`src/rtl/krz_mem_arbiter_if.sv`:
```
// Bus bundle between the Kronos core ports, the arbiter and the memory macro.
// The arbiter takes the slave view; the core/memory side takes the master view.
interface krz_mem_arbiter_if #(
    parameter int AW = 10
);
    logic [31:0]   instr_addr;
    logic          instr_req;
    logic          instr_ack;
    logic [31:0]   instr_data;

    logic [31:0]   data_addr;
    logic [31:0]   data_wr_data;
    logic [3:0]    data_mask;
    logic          data_wr_en;
    logic          data_req;
    logic          data_ack;
    logic [31:0]   data_rd_data;

    logic          mem_en;
    logic          mem_wr;
    logic [AW-1:0] mem_addr;
    logic [31:0]   mem_wdata;
    logic [3:0]    mem_mask;
    logic [31:0]   mem_rdata;

    modport slave (
        input  instr_addr, instr_req,
        input  data_addr, data_wr_data, data_mask, data_wr_en, data_req,
        input  mem_rdata,
        output instr_ack, instr_data,
        output data_ack, data_rd_data,
        output mem_en, mem_wr, mem_addr, mem_wdata, mem_mask
    );

    modport master (
        output instr_addr, instr_req,
        output data_addr, data_wr_data, data_mask, data_wr_en, data_req,
        output mem_rdata,
        input  instr_ack, instr_data,
        input  data_ack, data_rd_data,
        input  mem_en, mem_wr, mem_addr, mem_wdata, mem_mask
    );
endinterface

```
`src/rtl/krz_mem_arbiter.sv`:
```
// Round-robin arbiter sharing one single-ported, 1-cycle-latency memory between
// the instruction-fetch and data ports; out-of-range accesses complete without memory.
module krz_mem_arbiter #(
    parameter int AW = 10
) (
    input logic              clk,
    input logic              rst,
    krz_mem_arbiter_if.slave bus
);
    typedef enum logic {IDLE, BUSY}  state_t;
    typedef enum logic {INSTR, DATA} port_t;

    state_t state_reg;
    port_t  owner_reg;
    port_t  last_reg;
    logic   oor_reg;

    logic        instr_cand;
    logic        data_cand;
    logic        grant;
    logic        win_data;
    logic        sel_oor;
    logic        mem_en_int;
    logic [31:0] sel_addr;
    logic        unused_addr_bits;

    // The owner's req is still high during its ack cycle, so it must sit out that cycle.
    assign instr_cand = bus.instr_req && (state_reg == IDLE || owner_reg == DATA);
    assign data_cand  = bus.data_req  && (state_reg == IDLE || owner_reg == INSTR);
    assign grant      = instr_cand || data_cand;
    assign win_data   = data_cand && (!instr_cand || last_reg == INSTR);

    assign sel_addr         = win_data ? bus.data_addr : bus.instr_addr;
    assign sel_oor          = |sel_addr[31:AW+2];
    assign unused_addr_bits = ^sel_addr[1:0];

    always_ff @(posedge clk or posedge rst) begin
        if (rst) begin
            state_reg <= IDLE;
            owner_reg <= INSTR;
            last_reg  <= INSTR;
            oor_reg   <= 1'b0;
        end else if (grant) begin
            state_reg <= BUSY;
            owner_reg <= win_data ? DATA : INSTR;
            last_reg  <= win_data ? DATA : INSTR;
            oor_reg   <= sel_oor;
        end else begin
            state_reg <= IDLE;
        end
    end

    // Out-of-range grants still complete, but never strobe the memory.
    assign mem_en_int    = grant && !sel_oor && !rst;
    assign bus.mem_en    = mem_en_int;
    assign bus.mem_wr    = mem_en_int && win_data && bus.data_wr_en;
    assign bus.mem_addr  = sel_addr[AW+1:2];
    assign bus.mem_wdata = bus.data_wr_data;
    assign bus.mem_mask  = win_data ? bus.data_mask : 4'hF;

    assign bus.instr_ack    = (state_reg == BUSY) && (owner_reg == INSTR);
    assign bus.data_ack     = (state_reg == BUSY) && (owner_reg == DATA);
    assign bus.instr_data   = (bus.instr_ack && oor_reg) ? 32'h0 : bus.mem_rdata;
    assign bus.data_rd_data = (bus.data_ack  && oor_reg) ? 32'h0 : bus.mem_rdata;
endmodule

```
`src/flat_wrapper.sv`:
```
// flat-port wrapper written by rule: the top's interface ports become plain ports
module krz_mem_arbiter_flat 
#(
    parameter int AW = 10
)
  (clk, rst, bus_instr_addr, bus_instr_req, bus_data_addr, bus_data_wr_data, bus_data_mask, bus_data_wr_en, bus_data_req, bus_mem_rdata, bus_instr_ack, bus_instr_data, bus_data_ack, bus_data_rd_data, bus_mem_en, bus_mem_wr, bus_mem_addr, bus_mem_wdata, bus_mem_mask);
  krz_mem_arbiter_if #(.AW(AW)) bus_i ();
  input logic clk;
  input logic rst;
  input wire logic [$bits(bus_i.instr_addr)-1:0] bus_instr_addr;
  input wire logic [$bits(bus_i.instr_req)-1:0] bus_instr_req;
  input wire logic [$bits(bus_i.data_addr)-1:0] bus_data_addr;
  input wire logic [$bits(bus_i.data_wr_data)-1:0] bus_data_wr_data;
  input wire logic [$bits(bus_i.data_mask)-1:0] bus_data_mask;
  input wire logic [$bits(bus_i.data_wr_en)-1:0] bus_data_wr_en;
  input wire logic [$bits(bus_i.data_req)-1:0] bus_data_req;
  input wire logic [$bits(bus_i.mem_rdata)-1:0] bus_mem_rdata;
  output wire logic [$bits(bus_i.instr_ack)-1:0] bus_instr_ack;
  output wire logic [$bits(bus_i.instr_data)-1:0] bus_instr_data;
  output wire logic [$bits(bus_i.data_ack)-1:0] bus_data_ack;
  output wire logic [$bits(bus_i.data_rd_data)-1:0] bus_data_rd_data;
  output wire logic [$bits(bus_i.mem_en)-1:0] bus_mem_en;
  output wire logic [$bits(bus_i.mem_wr)-1:0] bus_mem_wr;
  output wire logic [$bits(bus_i.mem_addr)-1:0] bus_mem_addr;
  output wire logic [$bits(bus_i.mem_wdata)-1:0] bus_mem_wdata;
  output wire logic [$bits(bus_i.mem_mask)-1:0] bus_mem_mask;
  assign bus_i.instr_addr = bus_instr_addr;
  assign bus_i.instr_req = bus_instr_req;
  assign bus_i.data_addr = bus_data_addr;
  assign bus_i.data_wr_data = bus_data_wr_data;
  assign bus_i.data_mask = bus_data_mask;
  assign bus_i.data_wr_en = bus_data_wr_en;
  assign bus_i.data_req = bus_data_req;
  assign bus_i.mem_rdata = bus_mem_rdata;
  assign bus_instr_ack = bus_i.instr_ack;
  assign bus_instr_data = bus_i.instr_data;
  assign bus_data_ack = bus_i.data_ack;
  assign bus_data_rd_data = bus_i.data_rd_data;
  assign bus_mem_en = bus_i.mem_en;
  assign bus_mem_wr = bus_i.mem_wr;
  assign bus_mem_addr = bus_i.mem_addr;
  assign bus_mem_wdata = bus_i.mem_wdata;
  assign bus_mem_mask = bus_i.mem_mask;
  krz_mem_arbiter #(.AW(AW)) u_core (.clk(clk), .rst(rst), .bus(bus_i));
endmodule
```
`config.mk`:
```
export PLATFORM = sky130hd
export DESIGN_NAME = krz_mem_arbiter_flat
export DESIGN_NICKNAME = d
export VERILOG_FILES = /design/src/rtl/krz_mem_arbiter_if.sv /design/src/rtl/krz_mem_arbiter.sv /design/src/flat_wrapper.sv
export SDC_FILE = /design/constraint.sdc
export NUM_CORES = 1
export LEC_CHECK = 0
export ABC_AREA = 1
export CORE_AREA = 5 5 94 96
export CTS_BUF_LIST = sky130_fd_sc_hd__clkbuf_2
export CTS_CLUSTER_SIZE = 20
export DETAILED_ROUTE_END_ITERATION = 10
export DIE_AREA = 0 0 99 101
export PLACE_DENSITY = 0.66
export SETUP_SLACK_MARGIN = 0.2
export SYNTH_ARGS = -nofsm -noshare
export SYNTH_HDL_FRONTEND = slang
export SYNTH_SLANG_ARGS = --single-unit
```
`constraint.sdc`:
```
create_clock -name clk -period 2.1 [get_ports clk]
set_input_delay 0.63 -clock clk [delete_from_list [all_inputs] [get_ports clk]]
set_output_delay 0.63 -clock clk [all_outputs]
set_load 0.005 [all_outputs]
```
== Word-level counts from Yosys, hierarchy flattened ==
Cells that the tools add are included.

* Word-level logic and storage cells: 30
* Input port bits: 137
* Output and inout bits: 114
* Flip-flop bits (word level): 3

* Bitwise logic cells: 2
* Multiplexer cells: 6
* Reduce and logical (&&, ||, !) cells: 19

{| class="wikitable"
|+ Operator list
! kind !! number
|-
| $mux 32 || 3
|-
| $reduce_or 20->1 || 1
|-
| $logic_and 1x1->1 || 11
|-
| $logic_or 1x1->1 || 4
|-
| $mux 4 || 1
|-
| $logic_not 1->1 || 3
|-
| $mux 1 || 2
|-
| $not 1->1 || 2
|}

== Longest topological paths before layout ==
Gate-level depths: netlist of the first run.

* Word-level depth: 13
* Gate-level depth with buffers: 9
* Mapped depth without buffers: 9

== Worst setup path before layout of the first run ==
OpenSTA, ideal clock, no wires.

* Path kind: input to output
* Start: in bus_instr_req
* End: out bus_mem_wr
* Data arrival time: 1283 ps
* Cell stages on the path: 9
* Required time: 1470 ps
* Path buffers: 0
* Slack: 187 ps
* Path through: nand2_1 -> inv_2 -> nor2_4 -> inv_2 -> nor2_1 -> nand2_1 -> nand2_1 -> nand3_2 -> nor2_2

* Longest elaborated chain between the ends: 11
* Elaborated cells between the ends (all ways): 12
* Those cells by class: mux: 1; reduce/logical: 11

{| class="wikitable"
|+ Ends and longest elaborated chain
! what !! line !! text
|-
| start: declaration || flat_wrapper.sv:11 || <nowiki>input wire logic [$bits(bus_i.instr_req)-1:0] bus_instr_req;</nowiki>
|-
| $logic_and 1x1->1 * || krz_mem_arbiter.sv:28 || <nowiki>assign instr_cand = bus.instr_req && (state_reg == IDLE || owner_reg == DATA);</nowiki>
|-
| $logic_not 1->1 || krz_mem_arbiter.sv:31 || <nowiki>assign win_data = data_cand && (!instr_cand || last_reg == INSTR);</nowiki>
|-
| $logic_or 1x1->1 || krz_mem_arbiter.sv:31 ||
|-
| $logic_and 1x1->1 || krz_mem_arbiter.sv:31 ||
|-
| $mux 32 || krz_mem_arbiter.sv:33 || <nowiki>assign sel_addr = win_data ? bus.data_addr : bus.instr_addr;</nowiki>
|-
| $reduce_or 20->1 || krz_mem_arbiter.sv:34 || <nowiki>assign sel_oor = |sel_addr[31:AW+2];</nowiki>
|-
| $logic_not 1->1 || krz_mem_arbiter.sv:54 || <nowiki>assign mem_en_int = grant && !sel_oor && !rst;</nowiki>
|-
| $logic_and 1x1->1 (2 in series) || krz_mem_arbiter.sv:54 ||
|-
| $logic_and 1x1->1 * (2 in series) || krz_mem_arbiter.sv:56 || <nowiki>assign bus.mem_wr = mem_en_int && win_data && bus.data_wr_en;</nowiki>
|-
| end: declaration || flat_wrapper.sv:23 || <nowiki>output wire logic [$bits(bus_i.mem_wr)-1:0] bus_mem_wr;</nowiki>
|}

Mark *: on every way between the ends. The rest lies on a longest branch, timed or not.

== Final worst setup path of the first run ==
* Start: in bus_data_addr[29]
* End: out bus_mem_wr

* Longest elaborated chain between the ends: 7

{| class="wikitable"
|+ Ends and longest elaborated chain
! what !! line !! text
|-
| start: declaration || flat_wrapper.sv:12 || <nowiki>input wire logic [$bits(bus_i.data_addr)-1:0] bus_data_addr;</nowiki>
|-
| $mux 32 || krz_mem_arbiter.sv:33 ||
|-
| $reduce_or 20->1 || krz_mem_arbiter.sv:34 ||
|-
| $logic_not 1->1 || krz_mem_arbiter.sv:54 ||
|-
| $logic_and 1x1->1 (2 in series) || krz_mem_arbiter.sv:54 ||
|-
| $logic_and 1x1->1 (2 in series) || krz_mem_arbiter.sv:56 ||
|}

Every way passes these cells.

==> metrics.csv, run 1 <==
stage;metric;value;unit
worst_setup_path;required;1.47;ns
global_route;grt_max_degree;17;
global_route;grt_pass1_wl;10100;um
worst_setup_path;rr_startpoint;u_core.owner_reg;
synthesis;avgSynthCellArea;4.58;sq um
worst_setup_path;critPathLaunchType;primary input;
synthesis;synth_cells;279;
final_layout;drive_gt1_frac;0.313;
worst_setup_path;critPathMaxStageDelay;0.24;ns
final_layout;area_delta_synth_final;161;%
placed_design;hpwl;5510;um
routing;drc;0;
hold_path;worstHoldPathCells;2;
placed_design;globalplace.congestion;0.833;
floorplanning;dieHeight;101;um
global_route;antenna_found_initial;0;
outcome;violations;negative setup slack;
floorplanning;core-area;7970;sq um
job;maxCapViolations;0;
final_layout;final_common_cell;nand2_1;
clock_network;cts.sinks;3;
sta;clock_skew;0.00740;ns
pwr;p_leak;2.13;nW
worst_setup_path;arrival;1.65;ns
final_layout;fin_util;0.419;
clock_network;clock_latency;0.21;ns
hold_path;hold_path_class;flop to flop;
synthesis;synthTopCellsByArea;nand2_1 34%, inv_1 23%, buf_4 19%;
placed_design;io_buffers;182;
synthesis;seq_area_frac_synth;0.0587;
synthesis;synth_top_area_frac;0.338;
final_layout;fin_nets;607;
floorplanning;die-area;10000;sq um
routing;vias;2228;
synthesis;ys_ff_latch;3;
placed_design;dp.cells;537;
hold_path;min_to;u_core.oor_reg;
sta;relSlewSlack;0.851;
hold_path;hold_path.startpoint;u_core.oor_reg;
floorplanning;rows;33;
worst_setup_path;crit_chain;dlygate4sd2_1, nor2_2, nand2_1, nor2_1, nand2_1, nand2_2, nand3_2, nor2_2, buf_2;
sta;final.period_utilization;1.09;
worst_setup_path;end_kind;primary output;
worst_setup_path;r2r_end;u_core.oor_reg;
worst_setup_path;ff2ff_path_depth;10;
synthesis;synth_nets;416;
final_layout;antenna_cells;0;
routing;viasPerCell;3.88;
sta;max_freq;438;MHz
routing;route.antenna.remaining_nets;0;
clock_network;clk_path_buf_depth;2;
global_route;overflow;0;
final_layout;most-common-layout-cells;88 x nand2_1, 79 x inv_1, 55 x dlygate4sd2_1;
clock_network;path_clk_slew;0.04;ns
routing;wl;7110;um
global_route;grtUsageTotal;0.126;
routing;drtIter0Drc;38;
pwr;ir_worst_vdd;0.000129;V
synthesis;yosys.area.top_type;nand2_1;
worst_setup_path;r2r_setup_slack;0.72;ns
synthesis;yosysWarnings;0;
sta;rsz0062_at_grt;yes;
floorplanning;die_w;99;um
sta;final-max-slew-violation-count;0;
clock_network;tritoncts;built;
global_route;grt_pass1_vias;2156;
sta;hold_violations;0;
outcome;status;complete, but fails checks;
sta;fin_crit;2.28;ns
synthesis;syn_area;1280;sq um
clock_network;cts_max_level;1;
routing;wire_per_inst;12.4;um
final_layout;final_cells;574;
worst_setup_path;worstSetupPathType;primary input to primary output;
sta;fin_setup_tns;-3.15;ns
floorplanning;initial_core_util;0.160;
clock_network;numCtsBuffers;3;
sta;setup_violations;53;
routing;dr.pass1.iters;5;
floorplanning;pin_count;251;
synthesis;yosysUniqueCellTypes;16;
pwr;power_density;364;nW/um^2
clock_network;cts_root_buf;clkbuf_2;
worst_setup_path;crit_slowest_cell;dlygate4sd2_1;
sta;worst_slew_pin_slew;0.224;ns
clock_network;hold_buffers;0;
worst_setup_path;worstPathMaxFanout;2;
sta;timing.final.ws_setup;-0.182;ns
worst max path at each step:
stage,startpoint,endpoint,slack [ns],cells past startpoint
finish,bus_data_addr[29],bus_mem_wr,-0.18,9
global route,u_core.owner_reg,bus_mem_mask[3],-0.26,9
CTS,u_core.owner_reg,bus_mem_wr,-0.24,11
detailed placement,bus_data_req,bus_mem_wr,-0.97,10
global placement,bus_data_req,bus_mem_wr,-0.89,10
floorplan,bus_instr_req,bus_mem_wr,0.21,9
cells in the mapped netlist:
master / instances
nand3_2: 1
nor2_2: 1
inv_1: 80
inv_2: 2
nor2_1: 26
nand3_1: 1
buf_4: 32
o21ai_0: 1
nand2_2: 2
or2_2: 4
nand2_1: 115
a21oi_1: 1
dfrtp_1: 3
buf_2: 8
nor2_4: 1
and2_1: 1
routing by layer:
metal / track usage / vias to the layer above / wire length, um
li1: - / 1104 / -
met1: 0.114 / 950 / 2360
met2: 0.249 / 170 / 3710
met3: 0.0602 / 4 / 1010
met4: 0.0294 / 0 / 30
met5: 0 / - / 0
cell type report:
class	instances	area, sq um
clock buffers	4	20.0
inverters	82	310
repair buffers	226	2070
fillers	836	4630
flip-flops and latches	3	75.1
well taps	105	131
multi-input cells	154	733
report_power, final:
group / internal, W / total (W) / switching, W
Combinational: 0.000638 / 0.00107 / 0.000428
Sequential: 0.0000638 / 0.0000681 / 0.00000434
Clock: 0.0000503 / 0.0000814 / 0.0000311
Total: 0.000752 / 0.00122 / 0.000463
critical path, delay by kind of cell:
kind	cells	cell delay, ns
buffers and inverters	2	0.36
and+or+nand+nor	7	0.65
kinds of logic (layout without fill, tap and decap cells):
family / after synthesis / after routing / synth area share
AOI/OAI and AO/OA: 2 / 2 / 0.00782
buffers and inverters: 122 / 312 / 0.460
DFF: 3 / 3 / 0.0587
and+or+nand+nor: 152 / 152 / 0.474
timing repair:
| action | 4_1_cts | 5_1_grt |
|---|---|---|
| buffers inserted | 20 | 7 |
| gates resized for setup | 316 | 45 |
| pin swaps | 43 | 31 |
| cloned | 5 | 1 |
| endpoints found under the setup margin | 82 | 80 |
stage by stage:
stage               total power (W)  worst slack [ns]  cell area (sq um)  hold slack [ns]
global placement           0.000984            -0.891               3060            0.559
global route                0.00132            -0.265               3340            0.699
CTS                         0.00118            -0.240               3260            0.675
detailed placement         0.000995            -0.967               3060            0.566
floorplan                  0.000392             0.213               1280            0.399
finish                      0.00122            -0.182               3340            0.668
Power figures use the tool's default switching activity.
==> run 2: changes to the inputs <==
--- a/config.mk
+++ b/config.mk
@@ -11,6 +11,7 @@
 export CTS_CLUSTER_SIZE = 20
 export DETAILED_ROUTE_END_ITERATION = 10
 export DIE_AREA = 0 0 99 101
+export HOLD_SLACK_MARGIN = 0.06
 export PLACE_DENSITY = 0.66
 export SETUP_SLACK_MARGIN = 0.2
 export SYNTH_ARGS = -nofsm -noshare
==> results of run 2 <==
No change in the layout: final DEF, timing and power equal those of run 1.
==> run 3: changes to the inputs <==
--- a/config.mk
+++ b/config.mk
@@ -6,13 +6,14 @@
 export NUM_CORES = 1
 export LEC_CHECK = 0
 export ABC_AREA = 1
-export CORE_AREA = 5 5 94 96
+export CORE_AREA = 5 5 95 97
 export CTS_BUF_LIST = sky130_fd_sc_hd__clkbuf_2
 export CTS_CLUSTER_SIZE = 20
 export DETAILED_ROUTE_END_ITERATION = 10
-export DIE_AREA = 0 0 99 101
+export DIE_AREA = 0 0 100 102
+export DONT_BUFFER_PORTS = 1
 export HOLD_SLACK_MARGIN = 0.06
-export PLACE_DENSITY = 0.66
+export PLACE_DENSITY = 0.3
 export SETUP_SLACK_MARGIN = 0.2
 export SYNTH_ARGS = -nofsm -noshare
 export SYNTH_HDL_FRONTEND = slang
==> metrics.csv, run 3 (same netlist as run 1, synthesis figures left out) <==
stage;metric;value;unit;change
global_route;grt_pass1_wl;5710;um;-43%
sta;fin_crit;2.03;ns;-0.257 ns
pwr;seq_power_share;0.128;;+0.072
final_layout;area_delta_synth_final;2.64;%;
outcome;status;finished, final reports clean;;
worst_setup_path;critPathLaunchType;flop;;
clock_network;cts_max_level;1;;unchanged
placed_design;io_buffers;0;;-100%
global_route;grt_pass1_vias;1327;;-38%
routing;viasPerCell;3.75;;-3.3%
floorplanning;die-area;10200;sq um;+2.0%
pwr;p_sw;0.000291;W;-37%
routing;dr.pass1.iters;4;;-1
worst_setup_path;crit_path_start;u_core.owner_reg;;
sta;timing.final.ws_setup;0.0745;ns;+0.257 ns
worst_setup_path;critical_path_buf_inv_count;2;;unchanged
placed_design;hpwl;3920;um;-29%
clock_network;clk_path_buf_depth;2;;unchanged
pwr;p_int;0.000257;W;-66%
worst_setup_path;cp_num_cells;6;;-3
worst_setup_path;r2r_end;u_core.oor_reg;;
clock_network;tritoncts;built;;
global_route;grtUsageTotal;0.0690;;-0.0567
global_route;grt_max_degree;25;;+8
worst_setup_path;crit_slowest_cell;dfrtp_1;;
final_layout;fin_nets;392;;-35%
worst_setup_path;cp_common_cell;nand2_2;;
pwr;pwr-share-clk;0.145;;+0.078
routing;wl;4420;um;-38%
pwr;power_density;418;nW/um^2;+15%
pwr;p_comb_frac;0.727;;-0.150
sta;hold_violations;0;;unchanged
sta;final-max-slew-violation-count;0;;unchanged
worst_setup_path;critPathMaxStageDelay;0.42;ns;+0.18 ns
global_route;antenna_found_initial;0;;unchanged
sta;rsz0062_at_grt;yes;;
worst_setup_path;critPathTopFamily;simple AND/OR/NAND/NOR gates;;
sta;clock_skew;0.00211;ns;-0.00530 ns
routing;wire_per_inst;12.3;um;-0.63%
routing;drc;0;;unchanged
final_layout;final_common_cell;nand2_1;;
worst_setup_path;endpoint;bus_mem_mask[1];;
final_layout;antenna_cells;0;;unchanged
sta;fin_setup_tns;0;ns;+3.15 ns
sta;final.period_utilization;0.965;;-0.122
final_layout;drive_gt1_frac;0.134;;-0.180
job;maxCapViolations;0;;unchanged
floorplanning;die_w;100;um;+1.0%
floorplanning;pin_count;251;;unchanged
clock_network;clock_latency;0.20;ns;about the same
clock_network;cts.sinks;3;;unchanged
routing;route.antenna.remaining_nets;0;;unchanged
worst_setup_path;arrival;1.40;ns;-0.25 ns
clock_network;path_clk_slew;0.04;ns;about the same
pwr;sw_frac_of_total;0.531;;+0.150
hold_path;hold_path_class;primary input to async pin;;
placed_design;globalplace.congestion;0.652;;-22%
placed_design;place_ws;-0.00750;ns;+0.960 ns
sta;max_freq;494;MHz;+13%
routing;drtIter0Drc;21;;-45%
worst_setup_path;ff2ff_path_depth;9;;-1
sta;relSlewSlack;0.848;;-0.00239
floorplanning;dieHeight;102;um;+0.99%
global_route;overflow;0;;unchanged
pwr;ir_worst_vdd;0.000103;V;-21%
floorplanning;core-area;8050;sq um;+1.0%
clock_network;numCtsBuffers;3;;unchanged
floorplanning;rows;33;;unchanged
final_layout;most-common-layout-cells;110 x nand2_1, 78 x inv_1, 25 x nor2_1;;
clock_network;cts_root_buf;clkbuf_2;;
routing;vias;1348;;-39%
sta;worst_slew_pin_slew;0.228;ns;+0.00359 ns
pwr;p_total;0.000548;W;-55%
floorplanning;initial_core_util;0.159;;-0.00165
worst_setup_path;rr_startpoint;u_core.owner_reg;;
worst_setup_path;worstSetupPathType;flop to primary output;;
worst_setup_path;r2r_setup_slack;0.86;ns;+0.14 ns
worst_setup_path;required;1.47;ns;about the same
clock_network;hold_buffers;0;;unchanged
pwr;p_leak;1.03;nW;-51%
worst_setup_path;worstPathMaxFanout;7;;+5
worst_setup_path;end_kind;primary output;;
sta;setup_violations;0;;-100%
worst_setup_path;crit_chain;nand2_2, nand2_2, nor2_4, inv_2, buf_4, or2_2;;
==> run 3: worst min path at each step <==
stage	start	endpoint	slack (ns)	depth (start not counted)
after floorplan	rst	u_core.oor_reg	0.40	1
after global placement	rst	u_core.owner_reg	0.42	1
after detailed placement	rst	u_core.owner_reg	0.42	1
after CTS	rst	u_core.oor_reg	0.21	1
after global routing	rst	u_core.oor_reg	0.20	1
final	rst	u_core.oor_reg	0.21	1
==> run 3: cell type report <==
class                      count  area (sq um)
sequential                     3          75.1
tap                          105           131
clock buffer                   4          20.0
timing repair buffer          11           128
fill                         954          6740
multi-input combinational    154           651
inverter                      82           308
==> run 3: power groups by stage <==
stage / logic [W] / registers, W / clock network, W
6_report: 0.000399 / 0.0000701 / 0.0000795
5_1_grt: 0.000460 / 0.0000707 / 0.0000939
4_1_cts: 0.000379 / 0.0000701 / 0.0000837
3_5_place_dp: 0.000354 / 0.0000709 / 0
3_3_place_gp: 0.000356 / 0.0000709 / 0
2_1_floorplan: 0.000322 / 0.0000698 / 0
==> run 3: timing repair <==
item,in CTS,in global routing
endpoints found under the setup margin,72,76
resized for setup,11,8
buffers inserted,1,1
gates cloned,1,1
pin swaps,3,0
==> run 3: layer usage <==
metal,track usage,part of all wire,vias up
met2,0.143,0.53,143
li1,-,-,669
met4,0.0187,0,0
met1,0.0632,0.32,536
met5,0,0,-
met3,0.0239,0.15,0
==> run 3: through the flow <==
stage	hold slack, ns	std cells	instance area, sq um	utilization
6_report	0.213	359	1310	0.163
5_1_grt	0.198	359	1310	0.163
4_1_cts	0.209	357	1260	0.156
3_5_place_dp	0.421	351	1180	0.147
3_3_place_gp	0.419	351	1180	0.147
2_1_floorplan	0.399	279	1280	-
